### src/rtl/ov7670_frame_writer_pkg.sv
// Shared types, defaults and pixel helpers for the OV7670 frame writer.
// Optional build macro: OV7670_FRAME_WRITER_TESTPAT_EN (colour-bar test pattern).
package ov7670_pkg;

  typedef enum logic {
    IDLE    = 1'b0,
    CAPTURE = 1'b1
  } state_e;

  localparam int H_RES_DEF = 320;
  localparam int V_RES_DEF = 240;

  // hi = {R4..R0,G5..G3}, lo = {G2..G0,B4..B0}; keep the top 4 bits of each channel
  function automatic logic [11:0] rgb565_to_444(input logic [7:0] hi, input logic [7:0] lo);
    logic unused_bits;
    unused_bits = ^{hi[3], lo[6:5], lo[0]};
    return {hi[7:4], hi[2:0], lo[7], lo[4:1]};
  endfunction

  function automatic logic [11:0] tp_colour(input logic [2:0] bar);
    case (bar)
      3'd0:    return 12'hFFF;
      3'd1:    return 12'hFF0;
      3'd2:    return 12'h0FF;
      3'd3:    return 12'h0F0;
      3'd4:    return 12'hF0F;
      3'd5:    return 12'hF00;
      3'd6:    return 12'h00F;
      default: return 12'h000;
    endcase
  endfunction

endpackage

### src/rtl/ov7670_frame_writer_if.sv
// Camera-side inputs and frame-buffer-side outputs of the frame writer.
interface ov7670_frame_writer_if #(
  parameter int ADDR_W = 17
);
  logic              capture_en;
  logic              vsync;
  logic              href;
  logic [7:0]        pix_data;
  logic              fb_we;
  logic [ADDR_W-1:0] fb_wAddr;
  logic [11:0]       fb_wdata;
  logic              frame_done;
  logic              busy;

  modport master (
    output capture_en, vsync, href, pix_data,
    input  fb_we, fb_wAddr, fb_wdata, frame_done, busy
  );

  modport slave (
    input  capture_en, vsync, href, pix_data,
    output fb_we, fb_wAddr, fb_wdata, frame_done, busy
  );
endinterface

### src/rtl/ov7670_frame_writer_byte_packer.sv
// Pairs camera bytes into RGB565 pixels and packs them to RGB444.
module ov7670_byte_packer
  import ov7670_pkg::*;
(
  input  logic        clk,
  input  logic        reset,
  input  logic        byte_vld_i,
  input  logic [7:0]  byte_i,
  output logic        pix_valid_o,
  output logic [11:0] pix_data_o
);
  logic       phase_q;
  logic [7:0] hi_q;

  // Any gap in byte_vld (href low, IDLE) returns to phase 0, dropping an odd byte.
  always_ff @(posedge clk) begin
    if (reset) phase_q <= 1'b0;
    else       phase_q <= byte_vld_i & ~phase_q;
    if (byte_vld_i && !phase_q) hi_q <= byte_i;
  end

  assign pix_valid_o = byte_vld_i & phase_q;
  assign pix_data_o  = rgb565_to_444(hi_q, byte_i);
endmodule

### src/rtl/ov7670_frame_writer.sv
// OV7670 capture into a H_RES x V_RES RGB444 frame buffer via a running write address.
// Build macro OV7670_FRAME_WRITER_TESTPAT_EN replaces camera pixels with 8 colour bars.
module ov7670_frame_writer
  import ov7670_pkg::*;
#(
  parameter int H_RES  = H_RES_DEF,
  parameter int V_RES  = V_RES_DEF,
  parameter int ADDR_W = 17
) (
  input logic                 clk,
  input logic                 reset,
  ov7670_frame_writer_if.slave bus
);
  localparam int COL_W = $clog2(H_RES + 1);
  localparam int LIN_W = $clog2(V_RES + 1);
  localparam logic [COL_W-1:0]  COL_MAX     = COL_W'(H_RES);
  localparam logic [LIN_W-1:0]  LIN_MAX     = LIN_W'(V_RES);
  localparam logic [ADDR_W-1:0] LINE_STRIDE = ADDR_W'(H_RES);

  state_e            state_q;
  logic              vsync_d_q, href_d_q;
  logic [COL_W-1:0]  col_q;
  logic [LIN_W-1:0]  line_q;
  logic [ADDR_W-1:0] addr_q, base_q;
  logic              fb_we_q, frame_done_q;
  logic [ADDR_W-1:0] fb_waddr_q;
  logic [11:0]       fb_wdata_q, fb_wdata_d;

  logic        pix_vld;
  logic [11:0] pix_rgb;
  logic        frame_start, frame_end, line_end, wr;

  ov7670_byte_packer u_packer (
    .clk         (clk),
    .reset       (reset),
    .byte_vld_i  ((state_q == CAPTURE) && bus.href),
    .byte_i      (bus.pix_data),
    .pix_valid_o (pix_vld),
    .pix_data_o  (pix_rgb)
  );

`ifdef OV7670_FRAME_WRITER_TESTPAT_EN
  localparam logic [COL_W-1:0] BAR_W = COL_W'(H_RES / 8);
  logic unused_pix;
  assign unused_pix = ^pix_rgb;
`endif

  always_comb begin
    frame_start = (state_q == IDLE) && vsync_d_q && !bus.vsync && bus.capture_en;
    frame_end   = (state_q == CAPTURE) && !vsync_d_q && bus.vsync;
    line_end    = (state_q == CAPTURE) && href_d_q && !bus.href;
    wr          = pix_vld && (col_q < COL_MAX) && (line_q < LIN_MAX);
`ifdef OV7670_FRAME_WRITER_TESTPAT_EN
    fb_wdata_d  = tp_colour(3'(col_q / BAR_W));
`else
    fb_wdata_d  = pix_rgb;
`endif
  end

  always_ff @(posedge clk) begin
    if (reset) begin
      state_q      <= IDLE;
      vsync_d_q    <= 1'b0;
      href_d_q     <= 1'b0;
      col_q        <= '0;
      line_q       <= '0;
      addr_q       <= '0;
      base_q       <= '0;
      fb_we_q      <= 1'b0;
      fb_waddr_q   <= '0;
      fb_wdata_q   <= '0;
      frame_done_q <= 1'b0;
    end else begin
      vsync_d_q    <= bus.vsync;
      href_d_q     <= bus.href;
      fb_we_q      <= wr;
      frame_done_q <= frame_end && (line_q == LIN_MAX);
      if (wr) begin
        fb_waddr_q <= addr_q;
        fb_wdata_q <= fb_wdata_d;
      end
      case (state_q)
        IDLE: begin
          if (frame_start) begin
            state_q <= CAPTURE;
            col_q   <= '0;
            line_q  <= '0;
            addr_q  <= '0;
            base_q  <= '0;
          end
        end
        CAPTURE: begin
          if (frame_end) state_q <= IDLE;
          // Each stored line starts at line*H_RES regardless of how many pixels it had.
          if (line_end) begin
            col_q <= '0;
            if (col_q != '0 && line_q < LIN_MAX) begin
              line_q <= line_q + LIN_W'(1);
              base_q <= base_q + LINE_STRIDE;
              addr_q <= base_q + LINE_STRIDE;
            end
          end else if (pix_vld) begin
            if (col_q < COL_MAX) col_q <= col_q + COL_W'(1);
            if (wr) addr_q <= addr_q + ADDR_W'(1);
          end
        end
        default: state_q <= IDLE;
      endcase
    end
  end

  assign bus.fb_we      = fb_we_q;
  assign bus.fb_wAddr   = fb_waddr_q;
  assign bus.fb_wdata   = fb_wdata_q;
  assign bus.frame_done = frame_done_q;
  assign bus.busy       = (state_q == CAPTURE);
endmodule

### src/flat_wrapper.sv
// flat-port wrapper written by rule: the top's interface ports become plain ports
module ov7670_frame_writer_flat import ov7670_pkg::*;
#(
  parameter int H_RES  = H_RES_DEF,
  parameter int V_RES  = V_RES_DEF,
  parameter int ADDR_W = 17
)
  (clk, reset, bus_capture_en, bus_vsync, bus_href, bus_pix_data, bus_fb_we, bus_fb_wAddr, bus_fb_wdata, bus_frame_done, bus_busy);
  ov7670_frame_writer_if #(.ADDR_W(ADDR_W)) bus_i ();
  input logic clk;
  input logic reset;
  input wire logic [$bits(bus_i.capture_en)-1:0] bus_capture_en;
  input wire logic [$bits(bus_i.vsync)-1:0] bus_vsync;
  input wire logic [$bits(bus_i.href)-1:0] bus_href;
  input wire logic [$bits(bus_i.pix_data)-1:0] bus_pix_data;
  output wire logic [$bits(bus_i.fb_we)-1:0] bus_fb_we;
  output wire logic [$bits(bus_i.fb_wAddr)-1:0] bus_fb_wAddr;
  output wire logic [$bits(bus_i.fb_wdata)-1:0] bus_fb_wdata;
  output wire logic [$bits(bus_i.frame_done)-1:0] bus_frame_done;
  output wire logic [$bits(bus_i.busy)-1:0] bus_busy;
  assign bus_i.capture_en = bus_capture_en;
  assign bus_i.vsync = bus_vsync;
  assign bus_i.href = bus_href;
  assign bus_i.pix_data = bus_pix_data;
  assign bus_fb_we = bus_i.fb_we;
  assign bus_fb_wAddr = bus_i.fb_wAddr;
  assign bus_fb_wdata = bus_i.fb_wdata;
  assign bus_frame_done = bus_i.frame_done;
  assign bus_busy = bus_i.busy;
  ov7670_frame_writer #(.H_RES(H_RES), .V_RES(V_RES), .ADDR_W(ADDR_W)) u_core (.clk(clk), .reset(reset), .bus(bus_i));
endmodule
### config.mk
export PLATFORM = sky130hd
export DESIGN_NAME = ov7670_frame_writer_flat
export DESIGN_NICKNAME = d
export VERILOG_FILES = /design/src/rtl/ov7670_frame_writer_pkg.sv /design/src/rtl/ov7670_frame_writer_if.sv /design/src/rtl/ov7670_frame_writer_byte_packer.sv /design/src/rtl/ov7670_frame_writer.sv /design/src/flat_wrapper.sv
export SDC_FILE = /design/constraint.sdc
export NUM_CORES = 1
export LEC_CHECK = 0
export BUFFER_PORTS_ARGS = -buffer_cell sky130_fd_sc_hd__buf_2
export CAP_MARGIN = 20
export CORE_MARGIN = 2
export CORE_UTILIZATION = 60
export CTS_BUF_LIST = sky130_fd_sc_hd__clkbuf_4
export CTS_CLUSTER_SIZE = 28
export DETAILED_ROUTE_END_ITERATION = 6
export PLACE_DENSITY = 0.82
export RECOVER_POWER = 25
export SYNTH_ARGS = -nofsm -noshare
export SYNTH_HDL_FRONTEND = slang
export SYNTH_SLANG_ARGS = --single-unit
### constraint.sdc
create_clock -name clk -period 2.9 [get_ports clk]
set_clock_uncertainty 0.1 [all_clocks]
set_input_delay 0.145 -clock clk [delete_from_list [all_inputs] [get_ports clk]]
set_output_delay 0.145 -clock clk [all_outputs]
set_load 0.01 [all_outputs]
* After elaboration in Yosys (flattened, before gate mapping)
Index checks and enable logic that the tools add are counted.
** Cells by class
- Add/subtract/negate cells :: 4
- Multipliers :: 0
- Divide/modulo/power cells :: 0
- Magnitude comparators :: 2
- Equal/unequal tests :: 8
- Shift operators :: 0
- Multiplexer cells :: 20
- Bitwise operators :: 4
- Reductions and logical operators :: 21
** Operators with widths (number)
- $mux 17 :: 6
- $pmux 17 s2 :: 2
- $mux 9 :: 4
- $mux 8 :: 3
- $pmux 9 s2 :: 1
- $add 17x1->17 const B :: 1
- $add 17x9->17 const B :: 1
- $pmux 8 s2 :: 1
- $logic_and 1x1->1 :: 13
- $ne 3x3->1 const B :: 4
- $add 9x1->9 const B :: 1
- $lt 9x9->1 const B :: 1
- $reduce_bool 9->1 :: 1
- $add 8x1->8 const B :: 1
- $eq 8x8->1 const B :: 1
- $lt 8x8->1 const B :: 1
- $reduce_and 3->1 :: 2
- $logic_not 1->1 :: 4
- $ne 2x2->1 const B :: 2
- $reduce_and 4->1 :: 1
- $and 1x1->1 :: 2
- $mux 1 :: 2
- $ne 2x1->1 const B :: 1
- $not 1->1 :: 2
- $pmux 1 s2 :: 1
** Storage, ports and cells
- Bits in registers :: 94
- Latch bits :: 0
- Bits in writable memories :: 0
- Memory bits (read-only) :: 0
- Bits of input ports :: 13
- Output and inout port bits :: 32
- Word-level logic and storage cells :: 72
- Memories kept :: 0

* Depth between registers and ports, before layout
Gate-level depths: netlist (run 1).
- Depth in word-level cells :: 8
- Depth in mapped cells :: 8
- Gate-level depth less buffers :: 7

* By module
Synthesis (run 1) repeated with hierarchy kept, for this count alone.
** Unflattened totals
- Cell total of the unflattened synthesis :: 482
- Area, all modules :: 4149.0 µm²
** By module, submodules not included
- ov7670_frame_writer :: times used 1, cells an instance 466, area an instance 3856.2 µm², seq. area each 1581.5 µm²
- ov7670_byte_packer :: times used 1, cells an instance 16, area an instance 292.8 µm², seq. area each 230.2 µm²

* Worst setup path before layout (run 1)
No wires, ideal clock.
- Path kind :: register to register
- Start :: register u_core.col_q[0]
- End :: register u_core.addr_q[7]
- Setup time :: 0.133 ns
- Arrival :: 1.876 ns
- Required time :: 2.667 ns
- Setup slack :: 0.791 ns
- Stages on the path, launching flop included :: 9
- Buffers on the path :: 1
- Period minus slack after synthesis :: 2.109 ns
- Cell sequence :: dfxtp_1 -> inv_1 -> ha_1 -> or4b_4 -> o211a_1 -> or3_1 -> buf_2 -> a21oi_1 -> a211oi_2
** Between the ends
- Longest elaborated chain between the ends :: 5
- Elaborated cells between the ends (all ways) :: 8
- Those cells by class :: 1 x order compare; 2 x eq/ne; 5 x reduce/logical
** RTL lines
- start: declaration :: RTL line ov7670_frame_writer.sv:22 : logic [COL_W-1:0] col_q;
- start signal: assignment :: RTL line ov7670_frame_writer.sv:103 : if (col_q < COL_MAX) col_q <= col_q + COL_W'(1);
- $lt 9x9->1 :: RTL line ov7670_frame_writer.sv:52 : wr = pix_vld && (col_q < COL_MAX) && (line_q < LIN_MAX);
- $logic_and 1x1->1 (2 in series) :: RTL line ov7670_frame_writer.sv:52
- $ne 3x3->1 (no line)
- $reduce_and 4->1 (no line) (*)
- end signal: assignment :: RTL line ov7670_frame_writer.sv:100 : addr_q <= base_q + LINE_STRIDE;
- end signal: assignment :: RTL line ov7670_frame_writer.sv:104 : if (wr) addr_q <= addr_q + ADDR_W'(1);
- end: declaration :: RTL line ov7670_frame_writer.sv:24 : logic [ADDR_W-1:0] addr_q, base_q;
Mark *: on every way between the ends. The rest lies on a longest branch, timed or not.
A chain may end at the register's enable or synchronous reset.

* Worst setup path after layout (run 1)
- Start :: register u_core.col_q[0]
- End :: register u_core.addr_q[12]
Same word-level chain as after synthesis.

==> results of run 1 <==
routing by layer:
metal	up-vias	GRT usage	wire, µm
met5	-	0	0
met1	1751	0.352	4230
met4	0	0.108	189
met2	126	0.416	4300
met3	20	0.0525	483
li1	1784	-	-
state kept, by name, indices dropped and copies added (netlist names):
register                 flops
u_core.line_q                8
u_core.addr_q               17
u_core.bus.fb_wdata         12
u_core.bus.fb_wAddr         17
u_core.bus.fb_we             1
u_core.col_q                 9
u_core.bus.busy              1
u_core.bus.frame_done        1
u_core.u_packer.hi_q         7
u_core.vsync_d_q             1
u_core.base_q               11
u_core.href_d_q              1
u_core.u_packer.phase_q      1
timing repair:
action / in CTS / in global routing
hold buffers: 11 / 0
endpoints found under the hold margin: 17 / 0
resized for setup: 0 / 0
logic make-up (layout without fill, tap and decap cells):
kind of cell,after synthesis,after routing,synth area share
muxes,2,2,0.00573
AOI/OAI and AO/OA,118,118,0.178
adders and majority gates,6,6,0.0191
xor gates and xnor gates,18,18,0.0401
DFF,87,87,0.461
buffers and inverters,37,92,0.0376
and+or+nand+nor,209,209,0.258
cells in the mapped netlist, drive strengths merged, types with 5 or more instances:
library cell	number	area (µm²)
nand4	9	56.3
buf	12	53.8
nor3	11	66.3
edfxtp	7	210
nand3	19	95.1
a21oi	62	310
nand2	83	312
dfxtp	80	1600
nor2	39	146
and2	7	43.8
a211oi	5	42.5
clkbuf	13	48.8
xnor2	11	96.3
nand3b	5	37.5
inv	12	45.0
and3	6	37.5
xor2	7	61.3
or3	12	75.1
ha	6	75.1
o21ai	22	114
per-stage QoR:
stage	utilization	hold slack [ps]	std cells
final	0.698	15.1	609
after global routing	0.698	31.5	609
after CTS	0.704	12.9	609
after detailed placement	0.663	225	582
after global placement	0.663	221	582
after floorplan	-	144	477
layout make-up:
| type | instances | area, µm² |
|---|---|---|
| repair buffers | 64 | 364 |
| inverters | 12 | 45.0 |
| clock inverters | 7 | 77.6 |
| flip-flops and latches | 87 | 1810 |
| fillers | 508 | 1920 |
| multi-input cells | 353 | 1970 |
| clock buffers | 9 | 67.6 |
| well taps | 77 | 96.3 |
final timing paths:
path | start | endpoint | depth (start not counted)
setup / recovery | u_core.col_q[0] | u_core.addr_q[12] | 7
hold / removal | reset | u_core.base_q[7] | 2
setup reg to reg | u_core.col_q[0] | u_core.addr_q[12] | 7
hold reg to reg | u_core.bus.fb_wdata[11] | u_core.bus.fb_wdata[11] | 2
power breakdown:
group	internal (mW)	total, mW	switching (mW)
logic	0.0231	0.0636	0.0405
registers	1.21	1.22	0.00224
clock network	0.273	0.714	0.441
==> results.yml, run 1 <==
sta:
  setup_ws_ps: 503
  tns_ps: 0
  tightest_slew_ps: 2060
  fmax_mhz: 417
  layout_min_cycle_time_ps: 2400
  finalSetupViolCount: 0
  slew_headroom: -0.373
  rsz0062_at_grt: "no"
  drv_slew: 45
  hold_viol_final: 0
  period_share: 0.826
routing:
  wl_per_cell_um: 15.1
  vias_per_cell: 6.04
  wl_um: 9200
  vias: 3681
  route.detailed.drc: 0
  drtIter0Drc: 277
  drt-pass1-iter-count: 5
  ant_nets: 0
synthesis:
  synth_edf_count: 7
  syn-instance-count: 477
  netlist_area_um2: 3930
  async_reset_ff_frac: 0
  ys_warn_count: 0
  ys_seq_area_frac: 0.461
  ys.flop_type: "dfxtp_1"
  synth_seq_cells: 87
  syn-num-nets: 496
  synth_cell_types: 53
  synth.avg_cell_area_um2: 8.24
placed_design:
  place_hpwl_um: 6310
  gp_congestion: 0.826
  dp_slack_ps: 549
  portBuffers: 44
  postPlaceCellArea_um2: 4210
setup_path:
  cp_slowest_stage_delay_ps: 500
  crit_chain: "inv_1, ha_1, or4b_4, o21ai_2, a21o_1, o311ai_0, a31oi_1"
  cp.required_ps: 3170
  path_class: "flop to flop"
  cp_data_arrival_time_ps: 2670
  path_delay_family: "compound AO/OA/AOI/OAI gates"
  ff2ff_setup_slack_ps: 500
  endpoint_kind: "flop"
  crit_slowest_cell: "a21o_1"
  cp-start-kind: "flop"
  crit_fanout: 18
  cp_num_buf_inv: 1
clocking:
  cts_tree: "built"
  post-cts-setup-buffers: 0
  worstSkewPairLatency_ps: 440
  cts_buffers: 9
  clkTransAtPathRegs_ps: 150
  clkSinkCount: 87
  htreeDepth: 3
  clock_path_buffers: 2
  cts_root_buffer: "clkbuf_4"
worst_hold_path:
  hold_path.class: "input pin to flop"
global_routing:
  antenna_found_initial: 0
  grt_pass1_vias: 3345
  globalRoute.totalOverflow: 0
  grt_pass1_wl_um: 15500
  grt_max_degree: 45
  grt.total_usage: 0.263
final_layout:
  drive_gt1_frac: 0.0977
  diodes: 0
  layout_commonest_cell: "nand2_1"
  fin_nets: 546
  fin_area_um2: 4430
  layout_common_cells: "83 x nand2_1, 80 x dfxtp_1, 62 x a21oi_1"
  area_delta_synth_final_pct: 12.8
power:
  fin_total_pwr_mw: 1.99
  p_leak_nw: 1.54
  vdd_drop_max_mv: 0.352
  powerDensity_nw_per_um2: 450
floorplan:
  pin_count: 45
  die_x_um: 84.9
  core-area_um2: 6350
  die_h_um: 84.9
  fp-row-count: 29
  start_util: 0.619
  fp.dieArea_um2: 7220
flow_run:
  max-cap-violations: 1
outcome:
  violations: "capacitance limit, slew limit"
  status: "finished with violations"
No activity file was read; power rests on OpenSTA's default activity.
==> run 2: changes to the inputs <==
--- a/config.mk
+++ b/config.mk
@@ -8,11 +8,11 @@
 export BUFFER_PORTS_ARGS = -buffer_cell sky130_fd_sc_hd__buf_2
 export CAP_MARGIN = 20
 export CORE_MARGIN = 2
-export CORE_UTILIZATION = 60
+export CORE_UTILIZATION = 54
 export CTS_BUF_LIST = sky130_fd_sc_hd__clkbuf_4
 export CTS_CLUSTER_SIZE = 28
 export DETAILED_ROUTE_END_ITERATION = 6
-export PLACE_DENSITY = 0.82
+export PLACE_DENSITY = 0.78
 export RECOVER_POWER = 25
 export SYNTH_ARGS = -nofsm -noshare
 export SYNTH_HDL_FRONTEND = slang
==> constraint.sdc (replaced) <==
create_clock -name clk -period 1.99 [get_ports clk]
set_clock_uncertainty 0.1 [all_clocks]
set_input_delay 0.0995 -clock clk [delete_from_list [all_inputs] [get_ports clk]]
set_output_delay 0.0995 -clock clk [all_outputs]
set_load 0.01 [all_outputs]
==> run 2 against run 1 <==
Compared with the run above:
- the run ends with DRC, setup timing left
- combinational power grew 79%
- total power rose by 45%
- via count grew 4.1%
- count of clock-buffer cells in the layout did not move
- first-iteration DRC count did not move
- utilization grew 0.12 points
- die area rose by 11%
- global-route usage rose by 0.34 points
- worst hold slack improved by 220 ps
- critical path type unchanged
- critical endpoint is now u_core.addr_q[13]
==> results.yml, run 2 (synthesized netlist as in run 1, its figures left out) <==
outcome:
  status: "finished with violations"
  violations: "DRC, setup timing"
routing:
  drt-pass1-iter-count: 7
  ant_nets: 0
  wl_um: 10300
  wl_per_cell_um: 15.3
  drtIter0Drc: 277
  vias_per_cell: 5.67
  vias: 3831
  route.detailed.drc: 2
setup_path:
  reg2reg_from: "u_core.col_q[0]"
  path_class: "flop to flop"
  crit_slowest_cell: "or4b_4"
  endpoint_kind: "flop"
  reg2regPathDepth: 7
  cp_slowest_stage_delay_ps: 470
  cp.required_ps: 2240
  cp_data_arrival_time_ps: 2350
  ff2ff_setup_slack_ps: -110
  reg2reg_to: "u_core.addr_q[13]"
  crit_chain: "inv_2, ha_4, or4b_4, o211a_4, or3_4, o221ai_2, a211oi_2"
  path_delay_family: "simple AND/OR/NAND/NOR gates"
  crit_fanout: 6
  cp-start-kind: "flop"
  cp_num_buf_inv: 1
sta:
  hold_viol_final: 0
  fmax_mhz: 476
  rsz0062_at_grt: "yes"
  layout_min_cycle_time_ps: 2100
  slew_headroom: 0.489
  tns_ps: -906
  finalSetupViolCount: 22
  period_share: 1.06
  setup_ws_ps: -113
  drv_slew: 0
  tightest_slew_ps: 767
clocking:
  cts_root_buffer: "clkbuf_4"
  worstSkewPairLatency_ps: 460
  clkTransAtPathRegs_ps: 160
  clkSinkCount: 87
  htreeDepth: 3
  cts_tree: "built"
  clock_path_buffers: 2
  cts_buffers: 9
placed_design:
  dp_slack_ps: -149
  postPlaceCellArea_um2: 4600
  gp_congestion: 0.930
  place_hpwl_um: 6960
  portBuffers: 44
worst_hold_path:
  hold_end: "u_core.u_packer.hi_q[5]"
  hp-start: "bus_pix_data[5]"
  hold_depth: 2
  hold_path.class: "input pin to flop"
global_routing:
  grt_pass1_vias: 3491
  globalRoute.totalOverflow: 0
  grt.total_usage: 0.266
  grt_pass1_wl_um: 16400
  grt_max_degree: 36
  antenna_found_initial: 0
power:
  vdd_drop_max_mv: 0.453
  p_leak_nw: 1.81
  fin_total_pwr_mw: 2.89
  powerDensity_nw_per_um2: 578
floorplan:
  die_x_um: 89.3
  pin_count: 45
  fp.dieArea_um2: 7980
  start_util: 0.551
  die_h_um: 89.3
  fp-row-count: 31
  core-area_um2: 7140
final_layout:
  fin_nets: 591
  fin_util: 0.700
  layout_commonest_cell: "nand2_1"
  area_delta_synth_final_pct: 27.0
  layout_common_cells: "83 x nand2_1, 77 x dfxtp_1, 58 x a21oi_1"
  fin_area_um2: 4990
  drive_gt1_frac: 0.237
  diodes: 0
flow_run:
  max-cap-violations: 0
run 2: power by group:
part           leakage (nW)  total, mW  switching [mW]  internal [mW]
combinational          1.02      0.114          0.0672         0.0465
clock                0.0752       1.00           0.702          0.299
sequential            0.709       1.77         0.00311           1.77
total                  1.81       2.89           0.772           2.12
run 2: final cells by class:
type                    instances  area [µm²]
fillers                       586        2140
flip-flops and latches         87        1820
multi-input cells             353        2110
repair buffers                109         758
well taps                      99         124
clock buffers                   9        67.6
inverters                      12        45.0
clock inverters                 7        75.1
run 2: worst max path at each step:
stage	startpoint	endpoint	slack (ps)	cells past startpoint
2_1_floorplan	u_core.col_q[0]	u_core.addr_q[7]	-70	8
3_3_place_gp	u_core.col_q[0]	u_core.addr_q[7]	-100	7
3_5_place_dp	u_core.col_q[0]	u_core.addr_q[7]	-150	7
4_1_cts	u_core.col_q[0]	u_core.addr_q[7]	-80	7
5_1_grt	u_core.col_q[0]	u_core.addr_q[13]	-170	8
6_report	u_core.col_q[0]	u_core.addr_q[13]	-110	7
run 2: worst reg2reg max path, cell delays in order (launching register included):
cell and delay (ps):
dfxtp_2 360, inv_2 80, ha_4 120, or4b_4 470, o211a_4 270, or3_4 390
o221ai_2 100, a211oi_2 110
run 2: repair_timing:
action,4_1_cts,5_1_grt
endpoints found under the hold margin,24,0
pin swaps,2,5
gates resized for setup,12,34
setup endpoints to repair,27,46
hold buffers,12,0
buffers inserted,0,1
run 2: stage by stage:
stage               instances  hold slack, ps
floorplan                 477            98.4
global placement          647             177
detailed placement        647             178
CTS                       675             225
global route              676             216
finish                    676             237
run 2: per-layer routing:
layer / global-route usage / part of all wire
met1: 0.344 / 0.43
met4: 0.117 / 0.026
met3: 0.0489 / 0.042
met2: 0.436 / 0.50
met5: 0 / 0
